**src/rtl/mono_mode_ctrl.sv**
```systemverilog
// mono_mode_ctrl: debounced front-panel button and CPU write feed a frame-synchronous monochrome mode select.
// Optional feature macro MONO_AUTOREPEAT_EN: a held button steps the mode every REPEAT_FRAMES frames.
module mono_mode_ctrl #(
  parameter int         DEBOUNCE_CYCLES = 285714,
  parameter int         CNT_W           = 19,
  parameter bit         VSYNC_POL       = 1'b0,
  parameter logic [1:0] RESET_MODE      = 2'b00,
  parameter int         REPEAT_FRAMES   = 30
) (
  input  logic       clk_vga,
  input  logic       rst_n,
  input  logic       btn_n,
  input  logic       vsync,
  input  logic       io_we,
  input  logic [1:0] io_wdata,
  output logic [1:0] mode_pending,
  output logic [1:0] monochrome_switcher,
  output logic       update_pending,
  output logic       frame_tick
);

  typedef enum logic [2:0] {
    LOCKOUT,
    RELEASED,
    PRESS_WAIT,
    HELD,
    REL_WAIT
  } db_state_t;

  localparam logic             VS_IDLE  = ~VSYNC_POL;
  localparam logic [CNT_W-1:0] CNT_LAST = CNT_W'(DEBOUNCE_CYCLES - 1);
  localparam logic [CNT_W-1:0] CNT_ONE  = CNT_W'(1);

  // Reject configurations the debounce counter or repeat counter cannot represent.
  if (DEBOUNCE_CYCLES < 2 || DEBOUNCE_CYCLES > (longint'(1) << CNT_W) || REPEAT_FRAMES < 1) begin : g_bad_cfg
    $error("mono_mode_ctrl: DEBOUNCE_CYCLES must be 2..2**CNT_W and REPEAT_FRAMES >= 1");
  end

  logic             btn_s1;
  logic             btn_s2;
  logic             vs_d1;
  logic             vs_d2;
  db_state_t        state;
  logic [CNT_W-1:0] db_cnt;
  logic             press_evt;
  logic [1:0]       pend_nxt;
  logic [1:0]       sw_nxt;

`ifdef MONO_AUTOREPEAT_EN
  localparam int             RPT_W    = (REPEAT_FRAMES > 1) ? $clog2(REPEAT_FRAMES) : 1;
  localparam logic [RPT_W-1:0] RPT_LAST = RPT_W'(REPEAT_FRAMES - 1);
  logic [RPT_W-1:0] rep_cnt;
`endif

  // Reset values mean "button released" and "vsync idle", so reset itself never looks like an edge.
  always_ff @(posedge clk_vga or negedge rst_n) begin
    if (!rst_n) begin
      btn_s1     <= 1'b1;
      btn_s2     <= 1'b1;
      vs_d1      <= VS_IDLE;
      vs_d2      <= VS_IDLE;
      frame_tick <= 1'b0;
    end else begin
      btn_s1     <= btn_n;
      btn_s2     <= btn_s1;
      vs_d1      <= vsync;
      vs_d2      <= vs_d1;
      frame_tick <= (vs_d1 == VSYNC_POL) && (vs_d2 != VSYNC_POL);
    end
  end

  // The sample that moves RELEASED->PRESS_WAIT or HELD->REL_WAIT is already the first stable one.
  always_ff @(posedge clk_vga or negedge rst_n) begin
    if (!rst_n) begin
      state     <= LOCKOUT;
      db_cnt    <= '0;
      press_evt <= 1'b0;
`ifdef MONO_AUTOREPEAT_EN
      rep_cnt   <= '0;
`endif
    end else begin
      press_evt <= 1'b0;
`ifdef MONO_AUTOREPEAT_EN
      if (state != HELD) rep_cnt <= '0;
`endif
      case (state)
        LOCKOUT: begin
          if (!btn_s2) begin
            db_cnt <= '0;
          end else if (db_cnt == CNT_LAST) begin
            state  <= RELEASED;
            db_cnt <= '0;
          end else begin
            db_cnt <= db_cnt + CNT_ONE;
          end
        end
        RELEASED: begin
          if (!btn_s2) begin
            state  <= PRESS_WAIT;
            db_cnt <= CNT_ONE;
          end
        end
        PRESS_WAIT: begin
          if (btn_s2) begin
            state  <= RELEASED;
            db_cnt <= '0;
          end else if (db_cnt == CNT_LAST) begin
            state     <= HELD;
            db_cnt    <= '0;
            press_evt <= 1'b1;
          end else begin
            db_cnt <= db_cnt + CNT_ONE;
          end
        end
        HELD: begin
          if (btn_s2) begin
            state  <= REL_WAIT;
            db_cnt <= CNT_ONE;
`ifdef MONO_AUTOREPEAT_EN
            rep_cnt <= '0;
          end else if (frame_tick) begin
            if (rep_cnt == RPT_LAST) begin
              press_evt <= 1'b1;
              rep_cnt   <= '0;
            end else begin
              rep_cnt <= rep_cnt + RPT_W'(1);
            end
`endif
          end
        end
        REL_WAIT: begin
          if (!btn_s2) begin
            state  <= HELD;
            db_cnt <= '0;
          end else if (db_cnt == CNT_LAST) begin
            state  <= RELEASED;
            db_cnt <= '0;
          end else begin
            db_cnt <= db_cnt + CNT_ONE;
          end
        end
        default: begin
          state  <= LOCKOUT;
          db_cnt <= '0;
        end
      endcase
    end
  end

  // A CPU write overrides a coincident press; the commit always takes the pre-write pending value.
  always_comb begin
    pend_nxt = mode_pending;
    if (io_we) begin
      pend_nxt = io_wdata;
    end else if (press_evt) begin
      pend_nxt = mode_pending + 2'd1;
    end
    sw_nxt = frame_tick ? mode_pending : monochrome_switcher;
  end

  always_ff @(posedge clk_vga or negedge rst_n) begin
    if (!rst_n) begin
      mode_pending        <= RESET_MODE;
      monochrome_switcher <= RESET_MODE;
      update_pending      <= 1'b0;
    end else begin
      mode_pending        <= pend_nxt;
      monochrome_switcher <= sw_nxt;
      update_pending      <= (pend_nxt != sw_nxt);
    end
  end

endmodule

```
**config.mk**
```make
export PLATFORM = sky130hd
export DESIGN_NAME = mono_mode_ctrl
export DESIGN_NICKNAME = d
export VERILOG_FILES = /design/src/rtl/mono_mode_ctrl.sv
export SDC_FILE = /design/constraint.sdc
export NUM_CORES = 1
export LEC_CHECK = 0
export ABC_AREA = 1
export BUFFER_PORTS_ARGS = -buffer_cell sky130_fd_sc_hd__buf_2
export CAP_MARGIN = 20
export CORE_UTILIZATION = 27
export CTS_CLUSTER_SIZE = 30
export DETAILED_ROUTE_END_ITERATION = 10
export PLACE_DENSITY = 0.44
export SETUP_SLACK_MARGIN = 0.5
export SYNTH_ARGS = -nofsm -noshare
export SYNTH_HDL_FRONTEND = slang
export SYNTH_SLANG_ARGS = --single-unit
```
**constraint.sdc**
```tcl
create_clock -name clk_vga -period 2.5 [get_ports clk_vga]
set_clock_uncertainty 0.2 [all_clocks]
set_input_delay 0.25 -clock clk_vga [delete_from_list [all_inputs] [get_ports clk_vga]]
set_output_delay 0.25 -clock clk_vga [all_outputs]
set_load 0.005 [all_outputs]
```
Word level (Yosys, flattened, before mapping)

Index checks and enable logic that the tools add are counted.

Reductions and logical operators: 5
Equal/unequal tests: 10
Muxes and demuxes: 20
Add/subtract/negate cells: 2
Bitwise operators: 1

Operators by type and width:

| cell                                                             | number |
|---|---|
| 19-bit 2-to-1 mux                                                | 5 |
| 19-bit case mux with 4 select lines                              | 1 |
| 3-bit 2-to-1 mux                                                 | 7 |
| 19-bit by 1-bit adder with 19-bit output (second input constant) | 1 |
| 19-bit == test (second input constant)                           | 1 |
| 3-bit case mux with 5 select lines                               | 1 |
| 3-bit by 2-bit == test with 1-bit output (second input constant) | 2 |
| 2-bit 2-to-1 mux                                                 | 3 |
| 2-bit inequality test (second input constant)                    | 3 |
| 4-bit AND reduction                                              | 1 |
| 3-bit by 1-bit == test with 1-bit output (second input constant) | 1 |
| 3-bit == test (second input constant)                            | 1 |
| 3-bit logical NOT                                                | 1 |
| 1-bit 2-to-1 mux                                                 | 3 |
| 3-bit inequality test (second input constant)                    | 1 |
| 2-bit by 1-bit adder with 2-bit output (second input constant)   | 1 |
| 2-bit inequality test                                            | 1 |
| 2-bit AND reduction                                              | 1 |
| 2-bit OR reduction                                               | 1 |
| 1-bit logical AND                                                | 1 |
| 1-bit NOT                                                        | 1 |

Register bits after elaboration: 33
Word-level logic and storage cells: 49
Input port bits: 7
Output and inout bits: 6

Longest topological paths before layout

Gate-level depths: netlist of the first run.

Word-level depth: 4
Depth in mapped cells: 10
Mapped depth without buffers: 9

Worst setup path after synthesis of the first run

No wires, ideal clock.

Kind: register to register
Start: register db_cnt[0]
End: register db_cnt[14]
Required time: 2.181 ns
Period minus slack after synthesis: 1.622 ns
Path buffers: 0
Stages on the path, launching flop included: 9
Path slack: 0.878 ns
Library setup time: 0.119 ns
Arrival: 1.304 ns
Cells stage by stage: dfrtp_1 -> ha_1 -> nand3_1 -> nor2_4 -> nand2_1 -> nor2_2 -> nand2_1 -> xor2_1 -> nor2_2

Word-level cells in the longest chain between the ends: 4
Elaborated cells between the ends (all ways): 6
Classes of those cells: add/sub: 1; eq/ne: 1; mux: 4

Ends and longest elaborated chain:

| what                                                                              | line         | source |
|---|---|---|
| from (decl)                                                                       | 44           | `logic [CNT_W-1:0] db_cnt;` |
| from (signal assigned)                                                            | 94           | `db_cnt <= db_cnt + CNT_ONE;` |
| from (signal assigned)                                                            | 112          | `db_cnt <= db_cnt + CNT_ONE;` |
| from (signal assigned)                                                            | 139          | `db_cnt <= db_cnt + CNT_ONE;` |
| 19-bit by 1-bit adder with 19-bit output / 19-bit == test (equally long branches) | n/a          |  |
| 19-bit 2-to-1 mux *                                                               | 90, 107, 135 |  |
| 19-bit 2-to-1 mux (on tied branches)                                              | 132, 104     |  |
| 19-bit case mux with 4 select lines *                                             | 86           | `case (state)` |

Every way passes the cells marked *; elsewhere a longest branch is shown, timed or not.
A chain may end at the register's enable or synchronous reset.

Final worst setup path of the first run

Start: register state[2]
End: register db_cnt[3]

Word-level cells in the longest chain between the ends: 3
Elaborated cells between the ends (all ways): 10
Classes of those cells: eq/ne: 6; mux: 1; reduce/logical: 3

Ends and longest elaborated chain:

| what                                                                                | line | source |
|---|---|---|
| from (decl)                                                                         | 43   | `db_state_t state;` |
| from (signal assigned)                                                              | 75   | `state <= LOCKOUT;` |
| from (signal assigned)                                                              | 91   | `state <= RELEASED;` |
| from (signal assigned)                                                              | 99   | `state <= PRESS_WAIT;` |
| 3-bit == test, or another cell as far along                                         | 86   |  |
| 2-bit OR reduction (no source line) / 2-bit inequality test (equally long branches) | n/a  |  |
| 19-bit case mux with 4 select lines / 2-bit AND reduction (equally long branches)   | n/a  |  |

Several ways; a longest one is shown, not always the timed one.

==> results of run 1 <==
## state kept, by name (all words and copies together), names as in the netlist
| signal | flops |
|---|---|
| state | 3 |
| update_pending | 1 |
| db_cnt | 19 |
| vs_d1 | 1 |
| mode_pending | 2 |
| btn_s2 | 1 |
| frame_tick | 1 |
| btn_s1 | 1 |
| press_evt | 1 |
| vs_d2 | 1 |
| monochrome_switcher | 2 |
## cells in the final DEF (no fill, tap or decap), drive strengths merged, types with 4 or more instances in the layout
cell type  netlist  layout
clkbuf           0       8
o21ai            8       8
a21oi            5       5
nand3           13      13
xor2             6       6
nor3             8       8
dfrtp           29      29
inv             33      33
nand4            9       9
dfstp            4       4
buf              3      12
nor2            42      42
nand2           62      62
## per-layer routing
layer  GRT usage (%)  part of all wire, %  vias up
li1                -                    -      791
met3            2.57                  2.7        5
met5               0                    0        -
met1            16.0                   49      746
met4            4.55                  1.0        0
met2            21.1                   47       17
## repair_timing
item	4_1_cts	5_1_grt
endpoints found under the setup margin	0	3
resized for setup	0	2
hold endpoints to repair	31	0
hold buffers	3	0
## worst max-delay path, delay by kind of cell (launching register included)
family | cells | cell delay (ns)
buf+inv | 1 | 0.22
simple gates | 7 | 0.87
flops | 1 | 0.43
## logic make-up after synthesis
kind of cell | after synthesis | share of synthesized area [%]
buffers and inverters | 36 | 8.59
xor gates and xnor gates | 6 | 2.73
AOI/OAI and AO/OA | 20 | 6.45
muxes | 2 | 1.17
and+or+nand+nor | 138 | 36.5
DFF | 33 | 43.2
adders and majority gates | 2 | 1.30
## cell type report
class / instances / area, um2 / share of cell area (%)
tap: 96 / 120 / 5.49
inverter: 33 / 126 / 5.77
timing repair buffer: 15 / 90.1 / 4.11
multi-input combinational: 168 / 931 / 42.5
sequential: 33 / 832 / 38.0
clock buffer: 8 / 90.1 / 4.11
## power breakdown
part / switching [mW] / internal [mW] / total, mW
clock network: 0.196 / 0.225 / 0.421
registers: 0.0496 / 0.596 / 0.645
logic: 0.333 / 0.148 / 0.481
total: 0.579 / 0.969 / 1.55
## worst paths after layout
kind / end / slack [ns] / depth (start not counted)
worst max-delay path: db_cnt[3] / 0.67 / 8
worst min-delay path: mode_pending[0] / 0.03 / 3
worst max register to register: db_cnt[3] / 0.67 / 8
worst min register to register: btn_s2 / 0.15 / 0
max in group asynchronous: db_cnt[0] / 1.19 / 2
min in group asynchronous: state[1] / 0.38 / 2
## through the flow
stage,util [%],setup slack (ns),instances
5_1_grt,32.1,0.510,353
2_1_floorplan,-,0.878,237
3_5_place_dp,30.2,0.664,342
3_3_place_gp,30.2,0.648,342
4_1_cts,32.0,0.654,353
6_report,32.1,0.673,353
==> impl_metrics.toml, run 1 <==
[sta]
max_freq_mhz = 547
hold_viol = 0
hold_slack_ns = 0.0321
rsz0062_at_grt = "false"
tightest_slew_ns = 0.758
drv_slew = 0
setup_viol = 0
fin_crit_sh_pct = 73.1
period_needed_ns = 1.83
slew_headroom_pct = 49.5
fin_tns_setup_ns = 0

[drt]
viasPerCell = 4.42
wl_per_cell_um = 11.5
first_iter_violations = 60
ant_nets = 0
detailroute.via_count = 1559
remaining_drc_errors = 0
wirelength_mm = 4.07
first_pass_iters = 4

[place]
place.gp.congestion = 0.775
place_hpwl_mm = 3.00
placed_area_um2 = 2060
io_buffers = 12

[power]
p_total_mw = 1.55
ir_worst_vdd_mv = 0.470
p_leak_nw = 0.941
power_density_nw_per_um2 = 707

[synthesis]
post-synth-top-count-cell = "nand2_1"
yosysWarningCount = 0
syn_inst = 237
synth_top_flop_cell = "dfrtp_1"
synth-edff-count = 0
async_flop_share_pct = 100
syn_area_um2 = 1920
synth_area_leaders = "dfrtp_1 38%, nand2_1 11%, inv_1 5.9%"
synth.largest_area_cell = "dfrtp_1"
syn-num-nets = 246
ys_seq_area_share_pct = 43.2
synth_top_area_share_pct = 37.8
synth_area_per_cell_um2 = 8.11
ys_top_cells_by_count = "54 x nand2_1, 30 x inv_1, 29 x dfrtp_1, 28 x nor2_1, 13 x nand3_1"
synth_cell_type_count = 34
synth_seq_cells = 33

[clock_network]
cts.clk_slew.worst_paths_ns = 0.07
clock-sinks = 33
root_buffer = "clkbuf_8"
cts-htree-levels = 2
insertion_delay_ns = 0.28
cts_tree = "yes"
numCtsBuffers = 5
cts_setup_buffers = 0
cts_buffer_depth = 2

[cells_and_area]
fillers = 762
nets = 265
final_area_um2 = 2190
drive_above_1_share_pct = 22.2
syn_to_final_growth_pct = 13.9
n_antenna_cell = 0

[floorplan]
core_um2 = 6830
num_rows = 30
io_pins = 13
initial_core_util_pct = 28.1
die_x_um = 86.4
dieArea_um2 = 7460
die_h_um = 86.4

[setup_path]
crit_path_max_incr_delay_ns = 0.43
r2r_start = "state[2]"
crit_required_ns = 2.48
cp.arrival_ns = 1.80
critPathLaunchType = "register"
crit_path_end_kind = "register"
worstSetupPathType = "register to register"
worstSetupStartpoint = "state[2]"
path_cells = "nor2_2 > nand2_1 > nand2_1 > nand2_4 > inv_2 > nor2_1 > nor2_1 > nor3_4"
critical_path.max_fanout = 22
slowest_stage = "dfrtp_1"

[hold_path]
worstHoldPathType = "input pin to register"
hp-start = "io_wdata[0]"

[grt]
globalRouteOverflowTotal = 0
grt_max_degree = 34
grt_antenna_before_repair = 0
track_usage_pct = 12.5
grt_first_pass_wirelength_mm = 7.27
first_global_vias = 1620

[run_status]
status = "complete, no violations"

[flow_run]
maxCapViolCount = 0
Power figures use the tool's default switching activity.
==> run 2: changes to the inputs <==
- clock period: 2.5 -> 1.8 ns (I/O delays scaled with it)
==> run 2 against run 1 <==
  * Power grew 74%
  * Die area is the same
  * Clock-buffer cell count shrank 3
  * Hold slack lost 0.014 ns
  * Setup slack lost 0.56 ns
==> impl_metrics.toml, run 2 (synthesis gave the netlist of run 1 again) <==
[run_status]
status = "complete, no violations"

[setup_path]
crit_required_ns = 1.83
worstSetupPathType = "register to register"
critPathLaunchType = "register"
critical_path.max_fanout = 4
crit_path_end_kind = "register"
cp.arrival_ns = 1.72
worst-r2r-cell-count = 9

[cells_and_area]
drive_above_1_share_pct = 44.9
nets = 304
largest_register = "db_cnt"
fillers = 709
fin_util_pct = 40.0
biggestRegsByFlops = "db_cnt (19), state (3)"
n_antenna_cell = 0
final_area_um2 = 2730
final_cell_mix = "42 x nand2_1, 28 x buf_4, 26 x inv_1, 26 x dfrtp_1, 23 x nor2_1"
instances_no_fill = 392
mostFrequentLayoutCell = "nand2_1"
syn_to_final_growth_pct = 42.1
largest_reg_flops = 19

[place]
placed_cells = 354
place_hpwl_mm = 3.18
place.gp.congestion = 0.808
io_buffers = 12
placed_area_um2 = 2200

[drt]
first_iter_violations = 51
first_pass_iters = 4
wl_per_cell_um = 12.1
viasPerCell = 4.36
wirelength_mm = 4.74
remaining_drc_errors = 0
ant_nets = 0
detailroute.via_count = 1710

[floorplan]
dieArea_um2 = 7460
io_pins = 13
initial_core_util_pct = 28.1
die_x_um = 86.4
num_rows = 30
die_h_um = 86.4
core_um2 = 6830

[grt]
grt_antenna_before_repair = 0
globalRouteOverflowTotal = 0
track_usage_pct = 13.8
grt_first_pass_wirelength_mm = 7.95
first_global_vias = 1704
grt_max_degree = 34

[clock_network]
cts.clk_slew.worst_paths_ns = 0.08
clock-sinks = 33
cts_buffer_depth = 2
cts_tree = "yes"
root_buffer = "clkbuf_8"
cts-htree-levels = 2
insertion_delay_ns = 0.30
numCtsBuffers = 5

[sta]
fin_crit_sh_pct = 93.7
drv_slew = 0
slew_headroom_pct = 70.9
rsz0062_at_grt = "true"
hold_slack_ns = 0.0180
hold_viol = 0
max_freq_mhz = 593
tightest_slew_ns = 0.436
setup_viol = 0
period_needed_ns = 1.69

[hold_path]
worstHoldPathType = "input pin to register"
whs_path_depth = 4

[power]
ir_worst_vdd_mv = 0.315
power_density_nw_per_um2 = 985
p_leak_nw = 1.19

[flow_run]
maxCapViolCount = 0
-- run 2: cell types whose count changed in the layout (fill, tap and decap cells not counted), sizes merged --
cell / delta
buf: +36
dlygate4sd3: +1
clkbuf: -2
clkinv: +3
clkinvlp: +1
-- run 2: layout make-up --
class	count	area [um2]	share of cell area, %
timing repair inverter	1	11.3	0.412
clock inverter	3	17.5	0.641
inverter	33	141	5.18
sequential	33	835	30.6
clock buffer	5	68.8	2.52
tap	96	120	4.40
timing repair buffer	53	434	15.9
multi-input combinational	168	1100	40.4
-- run 2: path summary, 6_finish.rpt --
path	from	endpoint	slack (ns)
worst max-delay path	db_cnt[0]	db_cnt[18]	0.11
worst min-delay path	io_wdata[0]	mode_pending[0]	0.02
worst max register to register	db_cnt[0]	db_cnt[18]	0.11
worst min register to register	btn_s1	btn_s2	0.16
max in group asynchronous	rst_n	vs_d2	0.81
min in group asynchronous	rst_n	db_cnt[15]	0.25
-- run 2: metal layers --
layer / vias up / share of wire [%] / global-route usage (%)
met1: 817 / 47 / 17.8
li1: 870 / - / -
met5: - / 0 / 0
met3: 7 / 2.2 / 2.86
met2: 16 / 49 / 22.9
met4: 0 / 1.5 / 5.00
-- run 2: per-stage QoR --
step	setup TNS, ns	worst slack, ns	total power, mW
floorplan	0	0.197	1.50
global placement	0	0.0333	1.71
detailed placement	0	0.0727	1.69
CTS	0	0.141	2.56
global route	-0.00449	-0.00449	2.88
finish	0	0.113	2.69
-- run 2: timing repair --
action,4_1_cts,5_1_grt
endpoints found under the hold margin,32,0
setup endpoints to repair,23,24
hold buffers,4,0
buffers inserted,13,11
cloned,1,1
resized for setup,29,24
pin swaps,12,17
-- run 2: power by group --
part / internal (mW) / switching, mW / total (mW)
registers: 0.829 / 0.0791 / 0.908
clock network: 0.267 / 0.309 / 0.576
logic: 0.555 / 0.652 / 1.21
total: 1.65 / 1.04 / 2.69
-- run 2: critical path: stages, from the launching register on --
cell and delay, ns:
dfrtp_2 0.42, ha_4 0.16, nand3_4 0.09, nor2_4 0.10, nand2_2 0.07, nor2_4 0.14, nand2_2 0.05, o21bai_1 0.19
nand2_1 0.10, nor2_2 0.10
==> run 3: changes to the inputs <==
- clock period: 1.8 -> 1.95 ns (I/O delays scaled with it)
==> run 3 against run 2 <==
  * Clock-buffer cell count is the same
  * Fmax grew 0.83%
  * Routed wire length grew 12%
  * Sequential share of layout area shrank 2.0 points
  * Non-clock buffer count is the same
  * Global-route usage grew 1.5 points
  * Largest cell class unchanged
==> impl_metrics.toml, run 3 (synthesis gave the netlist of run 1 again) <==
[clock_network]
cts_buffer_depth = 2
cts_tree = "yes"
cts-htree-levels = 2
numCtsBuffers = 5
cts.clk_slew.worst_paths_ns = 0.08
insertion_delay_ns = 0.29
root_buffer = "clkbuf_8"
clock-sinks = 33

[place]
place_hpwl_mm = 3.11
placed_cells = 348
place.gp.congestion = 0.812
io_buffers = 12
placed_area_um2 = 2130
post-place-ws_ns = 0.157

[hold_path]
worstHoldPathType = "register to register"

[drt]
detailroute.via_count = 1745
first_pass_iters = 4
ant_nets = 0
wl_per_cell_um = 13.6
viasPerCell = 4.45
remaining_drc_errors = 0
first_iter_violations = 72
wirelength_mm = 5.33

[setup_path]
r2r_setup_slack_ns = 0.28
cp.arrival_ns = 1.70
critical_path.max_fanout = 6
worstSetupPathType = "register to register"
crit_required_ns = 1.98
critPathLaunchType = "register"
crit_path_end_kind = "register"

[grt]
first_global_vias = 1789
track_usage_pct = 15.3
globalRouteOverflowTotal = 0
grt_max_degree = 34
grt_first_pass_wirelength_mm = 8.65
grt_antenna_before_repair = 0

[cells_and_area]
fillers = 699
largest_register = "db_cnt"
syn_to_final_growth_pct = 52.5
mostFrequentLayoutCell = "nand2_1"
nets = 304
biggestRegsByFlops = "db_cnt (19), state (3)"
final_cell_mix = "40 x nand2_1, 25 x inv_1, 25 x dfrtp_1, 25 x buf_4, 20 x nor2_1"
instances_no_fill = 392
fin_util_pct = 42.9
drive_above_1_share_pct = 49.3
final_area_um2 = 2930
n_antenna_cell = 0
largest_reg_flops = 19

[power]
pwr-share-seq_pct = 29.1
p_int_mw = 1.84
power.switching_mw = 1.07
ir_worst_vdd_mv = 0.436
p_comb_share_pct = 43.8
p_leak_nw = 1.24
clockPowerShare_pct = 27.0
p_total_mw = 2.91
netSwitchingFraction_pct = 36.9
power_density_nw_per_um2 = 993

[flow_run]
maxCapViolCount = 0

[floorplan]
io_pins = 13
num_rows = 30
dieArea_um2 = 7460
die_x_um = 86.4
initial_core_util_pct = 28.1
die_h_um = 86.4
core_um2 = 6830

[sta]
hold_viol = 0
rsz0062_at_grt = "true"
fin_tns_setup_ns = 0
period_needed_ns = 1.67
drv_slew = 0
slew_headroom_pct = 70.4
tightest_slew_ns = 0.443
setup_viol = 0
fin_ws_ns = 0.277
fin_crit_sh_pct = 85.8
max_freq_mhz = 598
hold_slack_ns = 0.164

[run_status]
status = "complete, no violations"
[run 3: cell type report]
type	count	area, um2	area share (%)
Clock inverter	3	65.1	2.22
Tap cell	96	120	4.10
Inverter	33	141	4.82
Clock buffer	5	68.8	2.35
Multi-Input combinational cell	168	1230	42.1
Sequential cell	33	836	28.5
Timing Repair Buffer	53	449	15.3
Timing Repair inverter	1	16.3	0.555
[run 3: routing by layer]
metal	routed length [um]	GRT usage, %
met5	0	0
met2	2740	25.9
met4	106	5.30
met3	151	3.14
met1	2330	19.5
[run 3: power groups by stage]
| stage | combinational, mW | clock (mW) | sequential, mW |
|---|---|---|---|
| after floorplan | 0.541 | 0 | 0.830 |
| after global placement | 0.667 | 0 | 0.842 |
| after detailed placement | 0.666 | 0 | 0.844 |
| after CTS | 1.11 | 0.812 | 0.835 |
| after global routing | 1.37 | 0.843 | 0.857 |
| final | 1.28 | 0.787 | 0.848 |
[run 3: final timing paths]
check | depth (start not counted) | startpoint | end
setup / recovery | 8 | state[1] | db_cnt[18]
hold / removal | 0 | btn_s1 | btn_s2
setup reg to reg | 8 | state[1] | db_cnt[18]
hold reg to reg | 0 | btn_s1 | btn_s2
max in group asynchronous | 3 | rst_n | vs_d1
min in group asynchronous | 3 | rst_n | mode_pending[1]
[run 3: worst max-delay path: stages (launching register included)]
cell	delay, ns
dfrtp_1	0.40
inv_2	0.09
nor3_4	0.22
nand2_2	0.11
o21ai_4	0.10
nand2_4	0.12
nand2_8	0.16
clkinv_8	0.10
nor2_4	0.10
[run 3: repair_timing]
item / CTS / global route
hold buffers: 6 / 0
endpoints found under the hold margin: 33 / 0
pin swaps: 20 / 24
gates resized for setup: 50 / 40
gates cloned: 2 / 0
buffers inserted: 20 / 8
endpoints found under the setup margin: 22 / 23
